<file path="config.mk">
export PLATFORM = sky130hd
export DESIGN_NAME = rs15_9_encoder
export DESIGN_NICKNAME = d
export VERILOG_FILES = /design/src/rtl/rs15_9_encoder.sv
export SDC_FILE = /design/constraint.sdc
export NUM_CORES = 1
export LEC_CHECK = 0
export CORE_MARGIN = 2
export CORE_UTILIZATION = 35
export DETAILED_ROUTE_END_ITERATION = 10
export SLEW_MARGIN = 20
export SYNTH_ARGS = -nofsm -noshare
export SYNTH_HDL_FRONTEND = slang
export SYNTH_SLANG_ARGS = --single-unit
</file>
<file path="constraint.sdc">
create_clock -name clk -period 4.1 [get_ports clk]
set_input_delay 1.23 -clock clk [delete_from_list [all_inputs] [get_ports clk]]
set_output_delay 1.23 -clock clk [all_outputs]
set_load 0.1 [all_outputs]
</file>
<file path="src/rtl/rs15_9_encoder.sv">
// Sequential systematic RS(15,9) encoder over GF(16), x^4+x+1.
// One message symbol per clock through a 6-stage parity LFSR; codeword lands 9 cycles after accept.
module rs15_9_encoder (
  input  logic        clk,
  input  logic        rst_n,
  input  logic [35:0] messageIn,
  input  logic        startEncode,
  output logic        encoderBusy,
  output logic [59:0] codeWordOut,
  output logic        codeValid
);

  typedef enum logic {IDLE, SHIFT} state_t;

  state_t      state;
  logic [35:0] sym_shift;
  logic [35:0] sym_rot;
  logic [3:0]  sym_count;
  logic [3:0]  par [6];
  logic [3:0]  par_next [6];
  logic [3:0]  fb;

  function automatic logic [3:0] xt(input logic [3:0] a);
    return {a[2:0], 1'b0} ^ (a[3] ? 4'h3 : 4'h0);
  endfunction

  // Fixed-coefficient multipliers for the generator taps g5..g0 = 7,9,3,C,A,C.
  function automatic logic [3:0] mul_7(input logic [3:0] a);
    return a ^ xt(a) ^ xt(xt(a));
  endfunction

  function automatic logic [3:0] mul_9(input logic [3:0] a);
    return a ^ xt(xt(xt(a)));
  endfunction

  function automatic logic [3:0] mul_3(input logic [3:0] a);
    return a ^ xt(a);
  endfunction

  function automatic logic [3:0] mul_c(input logic [3:0] a);
    return xt(xt(a)) ^ xt(xt(xt(a)));
  endfunction

  function automatic logic [3:0] mul_a(input logic [3:0] a);
    return xt(a) ^ xt(xt(xt(a)));
  endfunction

  // Rotating the message register means after nine shifts it holds the original message again.
  always_comb begin
    sym_rot     = {sym_shift[31:0], sym_shift[35:32]};
    fb          = sym_shift[35:32] ^ par[5];
    par_next[5] = par[4] ^ mul_7(fb);
    par_next[4] = par[3] ^ mul_9(fb);
    par_next[3] = par[2] ^ mul_3(fb);
    par_next[2] = par[1] ^ mul_c(fb);
    par_next[1] = par[0] ^ mul_a(fb);
    par_next[0] = mul_c(fb);
  end

  always_ff @(posedge clk or negedge rst_n) begin
    if (!rst_n) begin
      state       <= IDLE;
      sym_shift   <= '0;
      sym_count   <= '0;
      encoderBusy <= 1'b0;
      codeValid   <= 1'b0;
      codeWordOut <= '0;
      for (int i = 0; i < 6; i++) par[i] <= '0;
    end else begin
      case (state)
        IDLE: begin
          codeValid <= 1'b0;
          if (startEncode) begin
            sym_shift   <= messageIn;
            sym_count   <= '0;
            encoderBusy <= 1'b1;
            state       <= SHIFT;
            for (int i = 0; i < 6; i++) par[i] <= '0;
          end
        end
        SHIFT: begin
          sym_shift <= sym_rot;
          sym_count <= sym_count + 4'd1;
          for (int i = 0; i < 6; i++) par[i] <= par_next[i];
          if (sym_count == 4'd8) begin
            codeWordOut <= {sym_rot, par_next[5], par_next[4], par_next[3],
                            par_next[2], par_next[1], par_next[0]};
            codeValid   <= 1'b1;
            encoderBusy <= 1'b0;
            sym_count   <= '0;
            state       <= IDLE;
          end
        end
        default: state <= IDLE;
      endcase
    end
  end

endmodule
</file>
After elaboration in Yosys (flattened, before gate mapping)
Index checks and enable logic that the tools add are counted.

$add $sub $neg: 1. Eq/ne operators: 3. Mux-type cells: 18. Bitwise gates (word level): 15. Reduce and logical (&&, ||, !) cells: 2.

Operator list (count): one-hot mux 36 bit (2 select lines) (1); one-hot mux 24 bit (2 select lines) (1); bitwise XOR 4 bit (11); 2-to-1 mux 36 bit (1); 2-to-1 mux 24 bit (1); bitwise XOR 4 x 2 -> 4 bit (3); 2-to-1 mux 4 bit (2); one-hot mux 4 bit (2 select lines) (1); 2-to-1 mux 2 bit (3); one-hot mux 1 bit (2 select lines) (3); 2-to-1 mux 1 bit (5); adder 4 x 1 -> 4 bit (second input constant) (1); == test 4 bit (second input constant) (1); AND reduction 2 bit (2); inequality test 2 x 1 -> 1 bit (second input constant) (1); inequality test 2 bit (second input constant) (1); NOT 1 bit (1).

Register bits after elaboration: 127. Input port bits: 39. Output and inout bits: 62. Word-level logic and storage cells: 51.

Depth between registers and ports, before layout
Gate-level depths: netlist of the first run.

Depth in word-level cells: 10. Depth in mapped cells: 8. Mapped depth without buffers: 6.

Worst setup path after synthesis of the first run
Ideal clock, no wire load.

Path kind: input-to-reg. From: in startEncode. To: reg sym_shift[11]. Setup time: 0.133 ns. Data arrival time: 2.199 ns. Required time: 3.967 ns. Slack: 1.768 ns. Stages: 4. Path buffers: 2. Cells stage by stage: clkbuf_1 buf_1 mux2i_1 o21ai_0.

Longest elaborated chain between the ends: 1.

Ends and longest elaborated chain: start, declared (line 7) `input logic startEncode,`; inequality test 2 bit (no source line); end signal, assigned (line 74) `sym_shift <= messageIn;`; end signal, assigned (line 82) `sym_shift <= sym_rot;`; end, declared (line 16) `logic [35:0] sym_shift;`.

No other way between the ends. A chain may end at the register's enable or synchronous reset.

Worst setup path after layout of the first run
From: reg codeWordOut[46]. To: out codeWordOut[46].

RTL lines: start, declared (line 9) `output logic [59:0] codeWordOut,`; start signal, assigned (line 86) `codeWordOut <= {sym_rot, par_next[5], par_next[4], par_next[3],`.

No word-level cell between the ends.

==> metrics, run 1 <==
initial antenna violation count=1; setup TNS=0 ns; RSZ-0062 raised after global routing=false; final layout net count=589; clock sink count=127; most numerous cell in the Yosys netlist=dfrtp_1; DP HPWL=8210 µm; clk_skew=0.00756 ns; Pre-Repair DR Iteration Count=4; DR iter-0 viols=153; post-cts sizing count=0; WL/cell=16.1 µm; crit-path leading delay family=buffers and inverters; worst path buffer plus inverter count=1; FMAX=0.315 GHz; highest-delay cell along the critical path=clkdlybuf4s50_1; Routed WL=12500 µm; die footprint=0.0169 mm²; vias in the first global route=3858; Netlist cell types=26; syn_nets=493; number of flops mapped to enable cells by yosys=0; syn avg cell area=12.3 µm²; I/O Buffers=100; Mapped Area=0.00556 mm²; Vias=3592; layout cells sized above 1=15.5%; CP Capture Type=primary output; Setup crit start kind=register; Clock transition at path regs=0.05 ns; commonest cells in the netlist=dfrtp_1 (127), nand2_1 (64), mux2i_1 (52), o21ai_0 (52), mux2_2 (46); post-layout minimum cycle time=3.18 ns; Critical Path AT=1.95 ns; cts bufs inserted=17; n_diodes=0; Worst-Margin Slew=1.05 ns; Critical Path RT=2.87 ns; Max-cap violations=0; die width=130 µm; leading post-synthesis cells by cell area=dfrtp_1 (57%), mux2i_1 (9.4%), mux2_2 (9.3%); Clock Path Buffers=2; yosys warns=0; I/O pins=101; top cell type's share of synthesized area=57.2%; H-tree depth=4; post-synthesis sequential area ratio=57.2%; core area=0.0157 mm²; Remaining DRCs=0; Synth Instances=452; Area growth, synth to finish=33.1%; outcome=complete, no violations; CP Class=reg2out; slew margin rel.=30.1%; TritonCTS clock tree=done; Final Hold Viols=0; CP cell instances=clkdlybuf4s50_1; Initial Util=35.4%; Antenna Violating Nets Remaining=0; DIE HEIGHT=130 µm; main flop type after synthesis=dfrtp_1; Max Slew Vio Count=0; GPL Wtd Cong=0.752; Filler Cells Inserted=1445; largest net degree at the start of global routing=115; final setup violation count=0; first-pass GRT wire length=20600 µm; final period utilization=77.4%; latest clock arrival within the worst-skew pair=0.41 ns; R2R setup slack=1.73 ns; leading area contributor after synthesis=dfrtp_1; Worst path max stage delay=1.19 ns; CP Max Fanout=2; vias per cell=4.63; HP Class=reg2reg; hold_buf cts=0; Seq cells post-synth=127; row count=46; Async S/R FF share, synth=100%; post-CTS setup buffer count=0; Clock Root Buffer=clkbuf_16; GRT Util Overall=16.1%; grt ovf=0
[path summary, 6_finish.rpt]
| path | to | cells after the start | from |
|---|---|---|---|
| hold reg to reg | codeWordOut[15]$_DFFE_PN0P_ | 2 | codeWordOut[15]$_DFFE_PN0P_ |
| setup reg to reg | codeWordOut[6]$_DFFE_PN0P_ | 6 | sym_count[0]$_DFFE_PN0P_ |
| min in group asynchronous | codeWordOut[4]$_DFFE_PN0P_ | 1 | rst_n |
| max in group asynchronous | state$_DFF_PN0_ | 2 | rst_n |
| setup / recovery | codeWordOut[46] | 1 | codeWordOut[46]$_DFFE_PN0P_ |
| hold / removal | codeWordOut[15]$_DFFE_PN0P_ | 2 | codeWordOut[15]$_DFFE_PN0P_ |
[kinds of logic after synthesis]
| group | synth area share, % |
|---|---|
| flip-flops | 57.2 |
| multiplexers | 18.7 |
| AND/OR/NAND/NOR | 7.64 |
| AO/OA/AOI/OAI | 6.40 |
| XOR/XNOR | 7.50 |
| buffers and inverters | 2.12 |
| adder cells (fa/ha/maj) | 0.450 |
[stage by stage]
step | utilization, % | area, µm² | instances | setup WS, ns | hold slack, ns
floorplan | - | 5560 | 452 | 1.77 | 0.467
global placement | 43.2 | 6790 | 745 | 1.37 | 0.465
detailed placement | 43.2 | 6790 | 745 | 1.36 | 0.472
CTS | 47.0 | 7390 | 776 | 0.906 | 0.484
global route | 47.1 | 7390 | 776 | 0.848 | 0.496
finish | 47.1 | 7390 | 776 | 0.925 | 0.477
[per-layer routing]
metal	GRT usage, %	part of all wire (%)	vias up
met1	20.4	46	1767
li1	-	-	1728
met2	24.5	46	84
met3	7.50	7.3	13
met4	4.74	1.2	0
met5	0	0	-
[layout by cell type, fill, tap and decap left out, types with 7 or more instances in the layout]
cell,count
clkbuf_16,17
clkdlybuf4s50_1,98
dfrtp_1,126
mux2_2,46
mux2i_1,52
nand2_1,63
nand2b_1,21
o21ai_0,52
xnor2_1,19
xor2_1,7
[final cells by class]
| cell class | count | area, µm² | area share [%] |
|---|---|---|---|
| clock buffer | 25 | 495 | 6.70 |
| clock inverter | 6 | 105 | 1.42 |
| inverter | 2 | 7.51 | 0.102 |
| multi-input combinational | 295 | 2260 | 30.6 |
| sequential | 127 | 3180 | 43.0 |
| tap | 216 | 270 | 3.65 |
| timing repair buffer | 105 | 1070 | 14.5 |
[state kept, by name, summed over array words and instances (netlist names)]
register and count:
par 24, sym_count 4, codeValid 1, state 1, sym_shift 36, encoderBusy 1
codeWordOut 60
Power of run 1 is left out: the tool's default activity adds up to more than one toggle a clock period on the data nets, which glitch-free logic cannot reach.
==> run 2, diff against run 1 <==
==> constraint.sdc (replaced) <==
create_clock -name clk -period 3.2 [get_ports clk]
set_input_delay 0.96 -clock clk [delete_from_list [all_inputs] [get_ports clk]]
set_output_delay 0.96 -clock clk [all_outputs]
set_load 0.1 [all_outputs]
==> run 2 against run 1 <==
- worst setup slack improved by 0.11 ns
- sequential cell count is the same
- hold slack worse by 0.034 ns
- clock skew shrank 0.0011 ns
- global-route usage is 0.13 points higher
- count of clock-buffer cells in the layout rose by 1
- critical path depth up 5
- core utilization down 0.96 points
- register-to-register slack lost 0.70 ns
- critical path type is now reg2reg
==> metrics, run 2 (synthesis results as in run 1) <==
commonest non-fill, non-tap cell in the layout=dfrtp_1; max FFs per register=60 (unchanged); largest net degree at the start of global routing=68 (-41%); Remaining DRCs=0 (unchanged); R2R cell count=6 (unchanged); HP Class=in2async; Setup crit start kind=register; Worst Setup EP=codeWordOut[35]$_DFFE_PN0P_; DP HPWL=8560 µm (+4.3%); outcome=complete, no violations; slew margin rel.=55.9% (+26 points); Critical Path RT=3.50 ns (+0.63 ns); clk_skew=0.00648 ns (-0.00108 ns); CP Class=reg2reg; WHS=0.443 ns (-0.0339 ns); final period utilization=67.7%; DIE HEIGHT=130 µm (unchanged); first-pass GRT wire length=20700 µm (+0.33%); Clock Path Buffers=2 (unchanged); top flop regs=codeWordOut x60, sym_shift x36, par x24; Critical Path AT=2.47 ns (+0.52 ns); WL/cell=15.9 µm (-0.82%); Worst-Margin Slew=0.662 ns (-0.383 ns); post-CTS setup buffer count=0 (unchanged); Initial Util=35.4% (unchanged); Area growth, synth to finish=30.4%; Final Hold Viols=0 (unchanged); Filler Cells Inserted=1481 (+2.5%); worst r2r dst=codeWordOut[35]$_DFFE_PN0P_; Setup WS pre-CTS=1.01 ns (-0.352 ns); initial antenna violation count=0 (-1); H-tree depth=4 (unchanged); grt ovf=0 (unchanged); vias in the first global route=3913 (+1.4%); latest clock arrival within the worst-skew pair=0.42 ns (about the same); final setup violation count=0 (unchanged); Clock transition at path regs=0.06 ns (about the same); TritonCTS clock tree=done; die footprint=0.0169 mm² (unchanged); I/O pins=101 (unchanged); cts bufs inserted=17 (unchanged); GPL Wtd Cong=0.765 (+1.8%); setup TNS=0 ns (unchanged); n_diodes=0 (unchanged); Vias=3643 (+1.4%); vias per cell=4.66 (+0.77%); post-layout minimum cycle time=2.17 ns; post-cts sizing count=0 (unchanged); Clock Root Buffer=clkbuf_16; layout cells sized above 1=27.4% (+12 points); Pre-Repair DR Iteration Count=4 (unchanged); area of the multi-input gates=0.00226 mm² (unchanged); Top reg by flops=codeWordOut; DR iter-0 viols=187 (+22%); Max-cap violations=0 (unchanged); RSZ-0062 raised after global routing=false; Antenna Violating Nets Remaining=0 (unchanged); row count=46 (unchanged); most frequent cells in the layout=dfrtp_1 (126), buf_4 (70), nand2_1 (63), mux2i_1 (52), o21ai_0 (52); core area=0.0157 mm² (unchanged); GRT Util Overall=16.2% (+0.13 points); clock sink count=127 (unchanged); RR Startpoint=sym_count[0]$_DFFE_PN0P_; final layout net count=594 (+0.85%); Routed WL=12400 µm (-0.18%); die width=130 µm (unchanged); I/O Buffers=100 (unchanged); R2R setup slack=1.03 ns (-0.70 ns); Max Slew Vio Count=0 (unchanged); CP Capture Type=register; start point of the critical path=sym_count[0]$_DFFE_PN0P_; FMAX=0.462 GHz; Setup WS post-layout=1.03 ns (+0.109 ns); hold_buf cts=0 (unchanged); CP Max Fanout=32 (+30); Register Area=0.00318 mm² (unchanged)
[run 2: cell types whose count changed in the layout (fill, tap and decap cells not counted), sizes merged]
cell / before / now
clkbuf: 25 / 26
clkdlybuf4s50: 98 / 36
bufinv: 3 / 1
clkinvlp: 0 / 1
buf: 7 / 74
[run 2: area by class of cell]
type | instances | share of cell area [%]
clock buffers | 26 | 7.17
repair buffers | 110 | 13.1
multi-input cells | 295 | 31.2
clock inverters | 5 | 0.725
flip-flops and latches | 127 | 43.9
inverters | 2 | 0.104
well taps | 216 | 3.73
[run 2: worst min-delay path by stage]
stage	startpoint	end	slack (ns)	depth (start not counted)
floorplan	sym_shift[14]$_DFFE_PN0P_	sym_shift[18]$_DFFE_PN0P_	0.47	2
global placement	codeWordOut[12]$_DFFE_PN0P_	codeWordOut[12]$_DFFE_PN0P_	0.46	2
detailed placement	codeWordOut[13]$_DFFE_PN0P_	codeWordOut[13]$_DFFE_PN0P_	0.47	2
CTS	rst_n	codeWordOut[40]$_DFFE_PN0P_	0.44	1
global route	rst_n	codeWordOut[40]$_DFFE_PN0P_	0.45	1
finish	rst_n	codeWordOut[40]$_DFFE_PN0P_	0.44	1
[run 2: critical path: stages (launching register included)]
cell	delay (ns)
dfrtp_1	0.40
inv_1	0.07
ha_1	0.22
and3b_1	0.22
nand2_2	0.47
buf_12	0.29
mux2_2	0.36
[run 2: per-stage QoR]
stage,std cells,util [%],cell area (µm²)
5_1_grt,781,46.1,7240
2_1_floorplan,452,-,5560
3_5_place_dp,750,42.5,6670
3_3_place_gp,750,42.5,6670
4_1_cts,781,46.1,7240
6_report,781,46.1,7240
[run 2: metal layers]
metal	up-vias	track usage (%)	part of all wire, %
met3	14	5.74	6.1
met1	1807	20.7	45
met5	-	0	0
li1	1734	-	-
met2	88	25.4	48
met4	0	6.07	1.4
Power of run 2 is left out for the same reason.
==> run 3, diff against run 2 <==
==> constraint.sdc (replaced) <==
create_clock -name clk -period 2.1 [get_ports clk]
set_input_delay 0.63 -clock clk [delete_from_list [all_inputs] [get_ports clk]]
set_output_delay 0.63 -clock clk [all_outputs]
set_load 0.1 [all_outputs]
==> run 3 against run 2 <==
- hold slack worse by 0.29 ns
- via count up 2.2%
- non-clock buffer count up 4
- die area unchanged
- count of clock-buffer cells in the layout down 2
- design area up 12%
- clock skew up 0.0029 ns
- cell count up 0.51%
- core utilization up 5.7 points
- global-route usage down 0.14 points
- critical path type unchanged
==> metrics, run 3 (synthesis results as in run 1) <==
initial antenna violation count=1 (+1); slew margin rel.=64.8% (+8.9 points); max FFs per register=60 (unchanged); Pre-Repair DR Iteration Count=4 (unchanged); cts bufs inserted=17 (unchanged); final layout net count=598 (+0.67%); Post-Layout Cell Count=785 (+0.51%); final period utilization=87.5% (+20 points); DR iter-0 viols=257 (+37%); Clock Path Buffers=2 (unchanged); commonest non-fill, non-tap cell in the layout=dfrtp_1; WHS=0.150 ns (-0.294 ns); clock sink count=127 (unchanged); die footprint=0.0169 mm² (unchanged); latest clock arrival within the worst-skew pair=0.41 ns (about the same); Critical Path RT=2.40 ns (-1.10 ns); final setup violation count=0 (unchanged); Worst-Margin Slew=0.527 ns (-0.135 ns); Clock Root Buffer=clkbuf_16; post-CTS setup buffer count=0 (unchanged); R2R setup slack=0.26 ns (-0.77 ns); Antenna Violating Nets Remaining=0 (unchanged); outcome=complete, no violations; setup TNS=0 ns (unchanged); FMAX=0.544 GHz (+18%); GRT Util Overall=16.0% (-0.14 points); I/O Buffers=100 (unchanged); Routed WL=12700 µm (+1.9%); # placed instances=754 (+0.53%); largest net degree at the start of global routing=115 (+69%); Remaining DRCs=0 (unchanged); hold_buf cts=0 (unchanged); vias in the first global route=3915 (+0.051%); die width=130 µm (unchanged); DP HPWL=8690 µm (+1.5%); top flop regs=codeWordOut x60, sym_shift x36, par x24; Final Hold Viols=0 (unchanged); DIE HEIGHT=130 µm (unchanged); HP Class=in2async; Max Slew Vio Count=0 (unchanged); Max-cap violations=0 (unchanged); CP Class=reg2reg; TritonCTS clock tree=done; most frequent cells in the layout=dfrtp_1 (126), buf_12 (69), nand2_1 (63), mux2i_1 (52), o21ai_0 (52); first-pass GRT wire length=20700 µm (-0.30%); clk_skew=0.00937 ns (+0.00288 ns); row count=46 (unchanged); Initial Util=35.4% (unchanged); grt ovf=0 (unchanged); Setup crit start kind=register; RR Startpoint=sym_count[0]$_DFFE_PN0P_; CP Max Fanout=40 (+25%); CP Capture Type=register; GPL Wtd Cong=0.754 (-1.5%); Vias=3723 (+2.2%); Area growth, synth to finish=46.5%; Setup WS post-layout=0.263 ns (-0.771 ns); Clock transition at path regs=0.06 ns (about the same); H-tree depth=4 (unchanged); core area=0.0157 mm² (unchanged); WL/cell=16.1 µm (+1.3%); post-cts sizing count=0 (unchanged); start point of the critical path=sym_count[0]$_DFFE_PN0P_; I/O pins=101 (unchanged); Setup WS pre-CTS=0.264 ns (-0.745 ns); RSZ-0062 raised after global routing=false; layout cells sized above 1=28.0% (+0.56 points); vias per cell=4.74 (+1.7%); post-layout minimum cycle time=1.84 ns (-0.329 ns); Critical Path AT=2.13 ns (-0.34 ns); Top reg by flops=codeWordOut
## run 3: stage by stage
step	cell area (µm²)	util, %
after floorplan	5560	-
after global placement	7530	47.9
after detailed placement	7530	47.9
after CTS	8140	51.8
after global routing	8140	51.8
final	8140	51.8
## run 3: metal layers
layer	global-route usage [%]	vias to the layer above	routed length [µm]
li1	-	1759	-
met1	20.3	1856	5660
met2	25.1	94	5960
met3	6.40	14	873
met4	5.76	0	180
met5	0	-	0
## run 3: final cells by class
cell class	instances	area, µm²
Multi-Input combinational cell	295	2260
Antenna cell	1	2.50
Timing Repair Buffer	114	1810
Inverter	2	7.51
Fill cell	1352	7570
Tap cell	216	270
Clock inverter	6	105
Sequential cell	127	3180
Clock buffer	24	502
## run 3: worst paths after layout
check	endpoint	cells past startpoint
setup reg to reg	codeWordOut[43]$_DFFE_PN0P_	6
setup / recovery	codeWordOut[43]$_DFFE_PN0P_	6
min in group clk	sym_shift[28]$_DFFE_PN0P_	2
hold reg to reg	sym_shift[28]$_DFFE_PN0P_	2
hold / removal	codeWordOut[21]$_DFFE_PN0P_	1
max in group asynchronous	sym_shift[13]$_DFFE_PN0P_	2
## run 3: critical path, stage by stage, from the launching register on
cell and delay [ns]:
dfrtp_1 0.41, inv_1 0.07, ha_1 0.23, and3b_1 0.23
nand2_2 0.13, buf_12 0.25, mux2_2 0.37
Power of run 3 is left out for the same reason.
